**src/rtl/ex_mem_reg.sv**
```systemverilog
// EX/MEM pipeline register: result, controls, store data,
// status flags (C/N/V/Z) and a signed-overflow trap with count.
module ex_mem_reg #(
    parameter int DATA_W = 32,
    parameter int RA_W   = 5,
    parameter int CNT_W  = 8
) (
    input  logic              iClk,
    input  logic              iRst_n,
    input  logic              iStall,
    input  logic              iFlush,
    input  logic              iValid,
    input  logic [3:0]        iSA,
    input  logic [DATA_W-1:0] iResult,
    input  logic              iCarry,
    input  logic              iNegative,
    input  logic              iOverflow,
    input  logic [RA_W-1:0]   iRd,
    input  logic              iRegWe,
    input  logic              iMemRe,
    input  logic              iMemWe,
    input  logic [DATA_W-1:0] iStoreData,
    input  logic              iFlagWe,
    input  logic              iTrapEn,
    output logic              oValid,
    output logic [DATA_W-1:0] oResult,
    output logic [RA_W-1:0]   oRd,
    output logic              oRegWe,
    output logic              oMemRe,
    output logic              oMemWe,
    output logic [DATA_W-1:0] oStoreData,
    output logic              oC,
    output logic              oN,
    output logic              oV,
    output logic              oZ,
    output logic              oTrap,
    output logic [CNT_W-1:0]  oTrapCnt
);

    localparam logic [CNT_W-1:0] CNT_MAX = '1;

    logic capture;
    logic take;
    logic trap_hit;
    logic flag_upd;
    logic sa_unused;

    // Only the signed bit steers this stage; the rest belong to the adder.
    assign sa_unused = ^{iSA[3:2], iSA[0]};

    assign capture  = !iFlush && !iStall;
    assign take     = capture && iValid;
    assign trap_hit = take && iSA[1] && iOverflow && iTrapEn;
    assign flag_upd = take && iFlagWe;

    // Datapath loads on capture and holds on stall or flush.
    always_ff @(posedge iClk or negedge iRst_n) begin
        if (!iRst_n) begin
            oResult    <= '0;
            oRd        <= '0;
            oStoreData <= '0;
        end else if (capture) begin
            oResult    <= iResult;
            oRd        <= iRd;
            oStoreData <= iStoreData;
        end
    end

    // Controls: flush inserts a bubble, a trapping instruction is squashed.
    always_ff @(posedge iClk or negedge iRst_n) begin
        if (!iRst_n) begin
            oValid <= 1'b0;
            oRegWe <= 1'b0;
            oMemRe <= 1'b0;
            oMemWe <= 1'b0;
            oTrap  <= 1'b0;
        end else if (iFlush) begin
            oValid <= 1'b0;
            oRegWe <= 1'b0;
            oMemRe <= 1'b0;
            oMemWe <= 1'b0;
            oTrap  <= 1'b0;
        end else if (iStall) begin
            oTrap  <= 1'b0;
        end else begin
            oValid <= iValid;
            oRegWe <= take && iRegWe && !trap_hit;
            oMemRe <= take && iMemRe && !trap_hit;
            oMemWe <= take && iMemWe && !trap_hit;
            oTrap  <= trap_hit;
        end
    end

    // Flags: Z always; C in unsigned mode, N/V in signed mode.
    always_ff @(posedge iClk or negedge iRst_n) begin
        if (!iRst_n) begin
            oC <= 1'b0;
            oN <= 1'b0;
            oV <= 1'b0;
            oZ <= 1'b0;
        end else if (flag_upd) begin
            oZ <= (iResult == '0);
            if (iSA[1]) begin
                oN <= iNegative;
                oV <= iOverflow;
            end else begin
                oC <= iCarry;
            end
        end
    end

    // Saturating trap counter; never wraps.
    always_ff @(posedge iClk or negedge iRst_n) begin
        if (!iRst_n) begin
            oTrapCnt <= '0;
        end else if (trap_hit && (oTrapCnt != CNT_MAX)) begin
            oTrapCnt <= oTrapCnt + 1'b1;
        end
    end

endmodule

```
**config.mk**
```make
export PLATFORM = sky130hd
export DESIGN_NAME = ex_mem_reg
export DESIGN_NICKNAME = d
export VERILOG_FILES = /design/src/rtl/ex_mem_reg.sv
export SDC_FILE = /design/constraint.sdc
export NUM_CORES = 1
export LEC_CHECK = 0
export ABC_AREA = 0
export CORE_ASPECT_RATIO = 0.75
export CORE_MARGIN = 8
export CORE_UTILIZATION = 30
export DETAILED_ROUTE_END_ITERATION = 8
export HOLD_SLACK_MARGIN = 0.03
export MAX_ROUTING_LAYER = met4
export RECOVER_POWER = 25
export SYNTH_ARGS = -nofsm -noshare
export SYNTH_HDL_FRONTEND = slang
export SYNTH_SLANG_ARGS = --single-unit
export TNS_END_PERCENT = 1
```
**constraint.sdc**
```tcl
create_clock -name iClk -period 2.1 [get_ports iClk]
set_input_delay 0.21 -clock iClk [delete_from_list [all_inputs] [get_ports iClk]]
set_output_delay 0.21 -clock iClk [all_outputs]
set_load 0.02 [all_outputs]
```
==> Word-level counts from Yosys, hierarchy flattened <==
Cells that the tools add are included.
{ "classes": {"addsub": 1, "mul": 0, "div_mod_pow": 0, "order_cmp": 0, "eq_ne": 2, "shifts": 0, "n_mux": 10, "bitwise": 1, "n_reduce_logical": 19} }
{ "ops": {"columns": ["operator", "count"], "rows": [
  ["$logic_not A32 Y1", 1],
  ["$logic_and A1 B1 Y1", 13],
  ["$mux W1", 10],
  ["$add A8 B1 Y8 const B", 1],
  ["$ne A8 B8 Y1 const B", 1],
  ["$reduce_and A2 Y1", 2],
  ["$logic_not A1 Y1", 3],
  ["$ne A2 B1 Y1 const B", 1],
  ["$not A1 Y1", 1]
]} }
{ "word_totals": {"regBits": 86, "latch_bits": 0, "ramBits": 0, "mem_bits_ro": 0, "inputBits": 86, "memories": 0} }

==> Longest topological paths before layout <==
Gate-level depths: netlist of run 1.
{ "depth": {"depth_word": 10, "mapped_depth": 5} }

==> Worst setup path before layout of run 1 <==
Ideal clock, no wire load.
{ "synth_path": {"path_type": "reg2reg", "start": "register oTrapCnt[0]", "end": "register oTrapCnt[1]", "setup_ns": 0.125, "arrival_ns": 1.573, "t_required_ns": 1.975, "slack_ns": 0.403, "stages_incl_launch_ff": 5, "synth_period_minus_slack_ns": 1.697, "path_cell_list": "dfrtp_1 -> ha_1 -> nand3_1 -> o2111ai_1 -> mux2_2"} }
{ "synth_between": {"elab_chain_len": 2, "elab_cells_between_ends": 3} }
{ "synth_rtl": {"columns": ["item", "line_no", "text"], "rows": [
  ["from (decl)", "37", "output logic [CNT_W-1:0] oTrapCnt"],
  ["from (signal assigned)", "117", "oTrapCnt <= oTrapCnt + 1'b1;"],
  ["branches (longest 2 deep; another with $add A8 B1 Y8)", null, null]
]} }
Several ways; the timed one is not identified.
A chain may end at the register's enable or synchronous reset.

==> Final worst setup path of run 1 <==
{ "layout_path": {"start": "input iValid", "end": "register oTrapCnt[6]"} }
{ "layout_between": {"elab_chain_len": 5} }
{ "layout_rtl": {"columns": ["item", "line_no", "text"], "rows": [
  ["from (decl)", "12", "input logic iValid,"],
  ["$logic_and A1 B1 Y1", "52", "assign take = capture && iValid;"],
  ["$logic_and A1 B1 Y1 (3 in series)", "53", "assign trap_hit = take && iSA[1] && iOverflow && iTrapEn;"],
  ["$logic_and A1 B1 Y1", "116", "end else if (trap_hit && (oTrapCnt != CNT_MAX)) begin"]
]} }
Every way passes these cells.

==> results of run 1 <==
[cells in the final DEF, fill, tap and decap left out]
cell             synthesis  routed
or3b_1                   1       1
clkbuf_2                 0       1
clkbuf_4                 0       1
or4b_4                   1       1
clkbuf_8                 0       1
xor2_1                   5       5
nor2_2                   2       1
nor2_1                   6       6
buf_4                    0       5
nor2b_1                  1       1
nor3_1                   1       1
a22o_1                   3       3
and3_1                   1       1
dlygate4sd3_1            0       1
xnor2_1                  2       2
mux2_2                  73      73
inv_1                    1       1
buf_12                   0       2
dfrtp_1                 86      86
nor4_1                   9       9
nand3_1                  4       4
mux2i_1                  1       1
ha_1                     1       1
bufinv_16                0       3
o31ai_1                  1       1
clkinv_2                 0       1
o2111ai_1                1       1
clkbuf_16                0       9
nor2_4                   0       1
clkbuf_1                 7       2
clkdlybuf4s50_1          0     167
nand4_1                  4       4
nand2_1                  4       4
[report_power, final]
group	total, mW	switching, mW	internal, mW
registers	2.01	0.122	1.89
logic	1.30	0.579	0.720
clock network	1.78	0.596	1.19
[timing repair]
action,CTS,global route
hold buffers,1,0
endpoints found under the hold margin,30,0
setup buffers,0,0
[metal layers]
layer	vias to the layer above	global-route usage, %	share of wire [%]
met5	-	-	0
met4	0	3.48	0.86
met3	10	5.98	10
met2	92	19.2	45
met1	1206	16.5	44
li1	1142	-	-
[layout make-up]
cell class	instances	area share, %
sequential	86	38.5
timing repair buffer	178	31.8
multi-input combinational	121	20.5
clock buffer	11	4.34
tap	140	3.13
clock inverter	4	1.70
inverter	1	0.0672
[tightest hold or removal path: cells and delay by family (launching register included)]
family,cells,cell delay [ns]
AND/OR/NAND/NOR,1,0.05
flip-flops,1,0.35
AO/OA/AOI/OAI,1,0.05
[cells by family after synthesis]
kind of cell,count (synthesis)
flip-flops,86
multiplexers,74
AND/OR/NAND/NOR,34
buffers and inverters,8
XOR/XNOR,7
AO/OA/AOI/OAI,5
adder cells (fa/ha/maj),1
[state kept, by name, indices dropped and copies added, names as in the netlist, 5 cells and up]
register,count
oResult,32
oStoreData,32
oTrapCnt,8
oRd,5
[worst paths after layout]
kind	startpoint	slack [ns]	cells after the start	to
setup / recovery	iValid	0.46	5	oTrapCnt[6]
hold / removal	oZ	0.49	2	oZ
setup reg to reg	oTrapCnt[0]	0.49	5	oTrapCnt[1]
hold reg to reg	oZ	0.49	2	oZ
max in group asynchronous	iRst_n	0.53	3	oResult[16]
min in group asynchronous	iRst_n	0.51	2	oTrapCnt[7]
==> flow_summary_export.csv, run 1 <==
group,metric,value,unit
cells_and_area,drive_gt1_share,24.7,%
synth,synth.area.mux_share,25.0,%
die,rows,33,
sta,holdWs,0.487,ns
routing,drt_wl_total,9.53,mm
sta,rsz0062_at_grt,"false",
setup_path,cp_slowest_stage_delay,0.57,ns
setup_path,crit_chain,"clkdlybuf4s50_1 > or3b_1 > or4b_4 > nor2_2 > xor2_1",
setup_path,path_delay_family,"simple AND/OR/NAND/NOR gates",
global_routing,grt_pass1_vias,2678,
synth,synth_fa_ha_area_share,0.377,%
clocking,ctsResizeCount,0,
routing,ant_nets,0,
synth,synth_area_leaders,"dfrtp_1 (65%), mux2_2 (25%), nor4_1 (1.7%)",
cells_and_area,multi_input_area,1140,µm²
die,coreArea,10900,µm²
sta,setup_tns,0,ns
sta,hold_violations,0,
cells_and_area,fillers,964,
die,ios,172,
placement,hpwlAfterDp,7.38,mm
setup_path,crit_arrival,1.89,ns
power_and_ir_drop,p_leak,2.30,nW
setup_path,critical_path_class,"input pin to flip-flop",
clocking,cts_sinks,86,
setup_path,cpMaxStageDelayCell,"or4b_4",
routing,drcViolationCount,0,
sta,finalCriticalPeriod,1.64,ns
routing,route.vias.total,2450,
sta,setup_viol,0,
clocking,path_clk_slew,0.06,ns
cells_and_area,finalCoreUtilization,51.5,%
setup_path,critPathBufInv,1,
synth,synth-seq-area-share,64.8,%
placement,postPlaceCellArea,5260,µm²
synth,synth_top_family_by_area,"multiplexers",
synth,ys_dominant_reg_cell,"dfrtp_1",
clocking,clockRootBuffer,"clkbuf_16",
die,start_util,30.6,%
synth,yosysWarnings,0,
clocking,clock_latency,0.33,ns
cells_and_area,seqCellArea,2150,µm²
synth,synth_area,3320,µm²
run_status,status,"finished, final reports clean",
synth,synth_top_cell_area_share,64.8,%
placement,gp_congestion,0.770,
global_routing,antenna_found_initial,0,
clocking,cts_buffers,9,
sta,worst_pin_slew,0.799,ns
sta,final.period_utilization,77.9,%
synth,async_flop_share,100,%
synth,synth_seq_cells,86,
clocking,h-tree-depth,3,
setup_path,startpoint_type,"input pin",
setup_path,critPathRequiredTime,2.35,ns
global_routing,grt_remaining_overflow,0,
synth,synth_largest_area_cell,"dfrtp_1",
sta,slew-limit-headroom,46.7,%
cells_and_area,area_growth,68.2,%
routing,viasPerCell,4.53,
synth,syn_avg_cell_area,15.5,µm²
sta,timing.final.ws_setup,0.463,ns
global_routing,grt_pass1_wl,14.7,mm
clocking,cts.path.max_buffers,2,
sta,drv_slew,0,
routing,wl_per_cell,17.6,µm
synth,synth_simple_gate_area_share,5.76,%
power_and_ir_drop,p_per_area,911,nW/µm²
setup_path,cp_max_fo,2,
cells_and_area,n_antenna_cell,0,
sta,fmax,611,MHz
synth,synth-compound-area-share,1.28,%
placement,placedCellCount,525,
global_routing,track_usage,13.3,%
placement,place_ws,0.133,ns
power_and_ir_drop,finalPower,5.09,mW
setup_path,cp-end-kind,"flip-flop",
synth,synth-edff-count,0,
die,fp.dieArea,14700,µm²
routing,dr.pass1.iters,4,
die,die_x,138,µm
synth,synth_cell_types,22,
placement,io_buffers,168,
flow_run,cap_viol_max_count,0,
global_routing,grt_max_degree,41,
synth,synthesis.instances,215,
synth,synth_most_common_cell,"dfrtp_1",
synth,ys_top_cells_by_count,"dfrtp_1 (86), mux2_2 (73), nor4_1 (9)",
cells_and_area,final_area,5590,µm²
routing,drt-initial-drc-count,61,
cells_and_area,nets,484,
clocking,cts_tree,"built",
sta,finalClockSkew,0.00487,ns
cells_and_area,fin_cells,541,
synth,synth_xor_area_share,1.85,%
synth,syn_nets,302,
power_and_ir_drop,max-vdd-ir-drop,516,µV
min_path,holdCritPathClass,"flip-flop to flip-flop",
die,dieHeight,107,µm
No activity file was read; power rests on OpenSTA's default activity.
==> inputs of run 2 (changes only) <==
- PLACE_DENSITY: unset -> 0.66
- clock period: 2.1 -> 1.42 ns (I/O delays scaled with it)
==> flow_summary_export.csv, run 2 (synthesized netlist as in run 1, its figures left out) <==
group,metric,value,unit
cells_and_area,nets,498,
global_routing,busiest_layer,"met2",
die,start_util,30.6,%
placement,placedCellCount,537,
power_and_ir_drop,power_frac_seq,39.2,%
die,ios,172,
clocking,cts.path.max_buffers,2,
cells_and_area,final_area,5720,µm²
power_and_ir_drop,p_leak,2.62,nW
cells_and_area,final_cell_mix,"dlygate4sd2_1 (85), dfrtp_1 (84), clkdlybuf4s50_1 (77)",
global_routing,grt_pass1_wl,15.3,mm
routing,ant_nets,0,
global_routing,antenna_found_initial,0,
sta,slew-limit-headroom,62.0,%
cells_and_area,drive_gt1_share,29.6,%
cells_and_area,n_antenna_cell,0,
die,rows,33,
sta,drv_slew,0,
clocking,cts_buffers,9,
clocking,cts_sinks,86,
power_and_ir_drop,finalPower,7.56,mW
placement,io_buffers,168,
power_and_ir_drop,cell_internal_pwr,5.57,mW
routing,drcViolationCount,0,
flow_run,cap_viol_max_count,0,
cells_and_area,finalCoreUtilization,52.6,%
power_and_ir_drop,p_per_area,1320,nW/µm²
global_routing,met3_usage,5.37,%
sta,worst_pin_slew,0.570,ns
die,coreArea,10900,µm²
routing,drt_wl_total,9.79,mm
sta,setup_tns,-0.0477,ns
routing,dr.pass1.iters,4,
sta,hold_violations,0,
placement,postPlaceCellArea,5390,µm²
routing,drt-initial-drc-count,87,
global_routing,met1_usage,17.0,%
clocking,h-tree-depth,3,
clocking,path_clk_slew,0.06,ns
sta,finalCriticalPeriod,1.47,ns
run_status,violations,"negative setup slack",
cells_and_area,reg_top3,"oResult: 32 flops, oStoreData: 32 flops, oTrapCnt: 8 flops",
setup_path,critical_path_class,"flip-flop to flip-flop",
setup_path,cp-end-kind,"flip-flop",
min_path,holdCritPathClass,"input pin to flip-flop",
power_and_ir_drop,max-vdd-ir-drop,563,µV
clocking,clockRootBuffer,"clkbuf_16",
global_routing,track_usage,13.7,%
routing,route.vias.total,2526,
clocking,clock_latency,0.33,ns
sta,finalClockSkew,0.00387,ns
routing,wl_per_cell,17.6,µm
die,die_x,138,µm
cells_and_area,fillers,968,
global_routing,met2_usage,20.3,%
routing,viasPerCell,4.54,
cells_and_area,area_growth,72.1,%
sta,rsz0062_at_grt,"true",
global_routing,grt_max_degree,49,
sta,final.period_utilization,103,%
cells_and_area,layout_commonest_cell,"dlygate4sd2_1",
cells_and_area,fin_cells,556,
global_routing,grt_pass1_vias,2810,
setup_path,critPathRequiredTime,1.68,ns
global_routing,grt_remaining_overflow,0,
placement,hpwlAfterDp,7.56,mm
sta,setup_viol,1,
setup_path,crit_arrival,1.72,ns
setup_path,cp_max_fo,2,
power_and_ir_drop,combinationalPowerShare,23.3,%
sta,timing.final.ws_setup,-0.0477,ns
power_and_ir_drop,switching_share,26.3,%
power_and_ir_drop,p_sw,1.99,mW
sta,holdWs,0.143,ns
sta,fmax,681,MHz
die,fp.dieArea,14700,µm²
setup_path,startpoint_type,"flip-flop",
clocking,cts_tree,"built",
placement,gp_congestion,0.760,
power_and_ir_drop,p_clk_share,37.5,%
placement,place_ws,-0.495,ns
run_status,status,"complete, but fails checks",
die,dieHeight,107,µm
-- run 2: timing repair --
action,in CTS,in global routing
setup buffers,0,2
hold endpoints to repair,21,0
hold buffers,1,0
pin swaps,2,9
gates resized for setup,87,8
setup endpoints to repair,89,47
-- run 2: path summary, 6_finish.rpt --
kind,start,endpoint,slack [ns],cells past startpoint
min in group asynchronous,iRst_n,oN,0.37,2
setup reg to reg,oTrapCnt[1],oTrapCnt[6],-0.05,5
hold / removal,iFlush,oValid,0.14,3
setup / recovery,oTrapCnt[1],oTrapCnt[6],-0.05,5
hold reg to reg,oZ,oZ,0.47,2
max in group asynchronous,iRst_n,oTrapCnt[1],0.22,3
-- run 2: final cells by class --
type / instances / area [µm²] / area share, %
clock buffer: 10 / 229 / 4.01
clock inverter: 6 / 134 / 2.34
inverter: 1 / 3.75 / 0.0657
multi-input combinational: 121 / 1220 / 21.3
sequential: 86 / 2150 / 37.7
tap: 140 / 175 / 3.06
timing repair buffer: 192 / 1800 / 31.5
-- run 2: metal layers --
layer / routed length (µm) / vias up
met4: 102 / 0
li1: - / 1176
met1: 4180 / 1240
met3: 921 / 9
met2: 4580 / 101
met5: 0 / -
-- run 2: power by group through the flow --
stage               combinational, mW  sequential, mW  clock (mW)
detailed placement               2.02            3.03           0
global route                     1.88            3.02        3.01
finish                           1.76            2.97        2.83
floorplan                       0.391            3.45           0
global placement                 2.00            3.00           0
CTS                              1.79            2.97        2.93
-- run 2: critical path: stages, from the launching register on --
cell and delay, ns:
dfrtp_2 0.38, ha_4 0.15, nand3_4 0.08, or4b_4 0.52
nor2_4 0.12, xor2_1 0.14
==> inputs of run 3 (changes only) <==
- MAX_ROUTING_LAYER: met4 -> unset
- PLACE_DENSITY: 0.66 -> 0.64
==> flow_summary_export.csv, run 3 (synthesized netlist as in run 1, its figures left out) <==
group,metric,value,unit
run_status,status,"complete, but fails checks",
run_status,violations,"negative setup slack",
cells_and_area,nets,495,
routing,wl_per_cell,17.5,µm
cells_and_area,final_area,5650,µm²
die,die_x,138,µm
setup_path,cp-end-kind,"flip-flop",
sta,fmax,648,MHz
power_and_ir_drop,finalPower,7.41,mW
clocking,path_clk_slew,0.06,ns
die,fp.dieArea,14700,µm²
setup_path,startpoint_type,"input pin",
die,rows,33,
cells_and_area,multi_input_area,1210,µm²
routing,drt-initial-drc-count,106,
min_path,min_from,"iValid",
cells_and_area,fin_cells,553,
power_and_ir_drop,switching_share,27.4,%
routing,ant_nets,0,
clocking,h-tree-depth,3,
global_routing,track_usage,13.2,%
power_and_ir_drop,p_sw,2.03,mW
sta,worst_pin_slew,0.804,ns
cells_and_area,drive_gt1_share,29.3,%
sta,finalCriticalPeriod,1.54,ns
sta,timing.final.ws_setup,-0.123,ns
placement,postPlaceCellArea,5390,µm²
sta,rsz0062_at_grt,"true",
flow_run,cap_viol_max_count,0,
cells_and_area,n_antenna_cell,0,
die,start_util,30.6,%
sta,drv_slew,0,
global_routing,grt_remaining_overflow,0,
setup_path,crit_arrival,1.79,ns
power_and_ir_drop,p_clk_share,36.5,%
placement,hpwlAfterDp,7.49,mm
setup_path,rrSetupSlack,-0.11,ns
sta,setup_viol,11,
clocking,cts_tree,"built",
cells_and_area,layout_commonest_cell,"dlygate4sd2_1",
global_routing,antenna_found_initial,0,
sta,slew-limit-headroom,46.4,%
power_and_ir_drop,p_leak,2.56,nW
clocking,cts_buffers,9,
min_path,hold_path_depth,4,
die,ios,172,
placement,io_buffers,168,
cells_and_area,fillers,978,
global_routing,grt_pass1_vias,2738,
sta,final.period_utilization,109,%
sta,setup_tns,-0.224,ns
setup_path,critical_path_class,"input pin to flip-flop",
power_and_ir_drop,cell_internal_pwr,5.38,mW
routing,dr.pass1.iters,4,
routing,route.vias.total,2483,
power_and_ir_drop,p_per_area,1310,nW/µm²
clocking,clockRootBuffer,"clkbuf_16",
global_routing,grt_max_degree,87,
cells_and_area,area_growth,70.1,%
routing,viasPerCell,4.49,
clocking,clock_latency,0.33,ns
setup_path,r2r_cells,5,
sta,finalClockSkew,0.00169,ns
setup_path,cp_max_fo,3,
routing,drt_wl_total,9.68,mm
clocking,cts_sinks,86,
die,dieHeight,107,µm
routing,drcViolationCount,0,
setup_path,rr_startpoint,"oTrapCnt[0]",
clocking,cts.path.max_buffers,2,
placement,place_ws,-0.552,ns
power_and_ir_drop,power_frac_seq,40.0,%
sta,hold_violations,0,
power_and_ir_drop,max-vdd-ir-drop,632,µV
min_path,holdPathEnd,"oValid",
min_path,holdCritPathClass,"input pin to flip-flop",
setup_path,r2r_end,"oTrapCnt[6]",
cells_and_area,reg_top3,"oResult: 32 flops, oStoreData: 32 flops, oTrapCnt: 8 flops",
global_routing,grt_pass1_wl,15.1,mm
placement,placedCellCount,536,
setup_path,critPathRequiredTime,1.67,ns
cells_and_area,final_cell_mix,"dlygate4sd2_1 (85), dfrtp_1 (84), clkdlybuf4s50_1 (80)",
placement,gp_congestion,0.755,
cells_and_area,seqCellArea,2150,µm²
power_and_ir_drop,combinationalPowerShare,23.6,%
die,coreArea,10900,µm²
[run 3: timing repair]
action                                 4_1_cts  5_1_grt
setup endpoints to repair                   94       66
resized for setup                           88        5
endpoints found under the hold margin       86        0
pin swaps                                    3        3
hold buffers                                 1        0
buffers inserted                             0        0
[run 3: metrics by stage]
stage,utilization (%),hold slack (ns)
global placement,49.6,0.224
detailed placement,49.6,0.221
CTS,52.0,0.358
floorplan,-,-0.154
finish,52.0,0.387
global route,52.0,0.393
[run 3: layout make-up]
cell class	count	share of cell area, %
Clock inverter	7	2.13
Timing Repair Buffer	189	31.3
Sequential cell	86	38.1
Inverter	1	0.0664
Multi-Input combinational cell	121	21.3
Tap cell	140	3.10
Clock buffer	9	3.98
[run 3: critical path, cell delays in order]
cell	delay, ns
clkdlybuf4s50_1	0.44
or3b_4	0.43
or4b_4	0.51
nor2_2	0.11
xor2_1	0.16
[run 3: how the worst max path moves through the flow]
stage	slack (ns)	cells past startpoint	end	start
final	-0.12	5	oTrapCnt[6]	iFlush
after global routing	-0.17	5	oTrapCnt[6]	oTrapCnt[0]
after global placement	-0.49	5	oTrapCnt[6]	iValid
after detailed placement	-0.55	5	oTrapCnt[6]	iValid
after floorplan	-0.11	5	oTrapCnt[6]	oTrapCnt[0]
after CTS	-0.16	2	oTrapCnt[6]	oTrapCnt[6]
[run 3: per-layer routing]
| metal | wire (µm) | GRT usage [%] |
|---|---|---|
| met5 | 0 | 0 |
| met1 | 3940 | 15.9 |
| met4 | 94 | 3.25 |
| met3 | 1250 | 7.10 |
| met2 | 4400 | 20.2 |
[run 3: power groups by stage]
stage	clock network (mW)	registers (mW)	logic, mW
floorplan	0	3.45	0.391
CTS	2.79	2.97	1.79
finish	2.70	2.96	1.75
detailed placement	0	3.02	2.02
global route	2.90	3.01	1.87
global placement	0	3.00	2.00
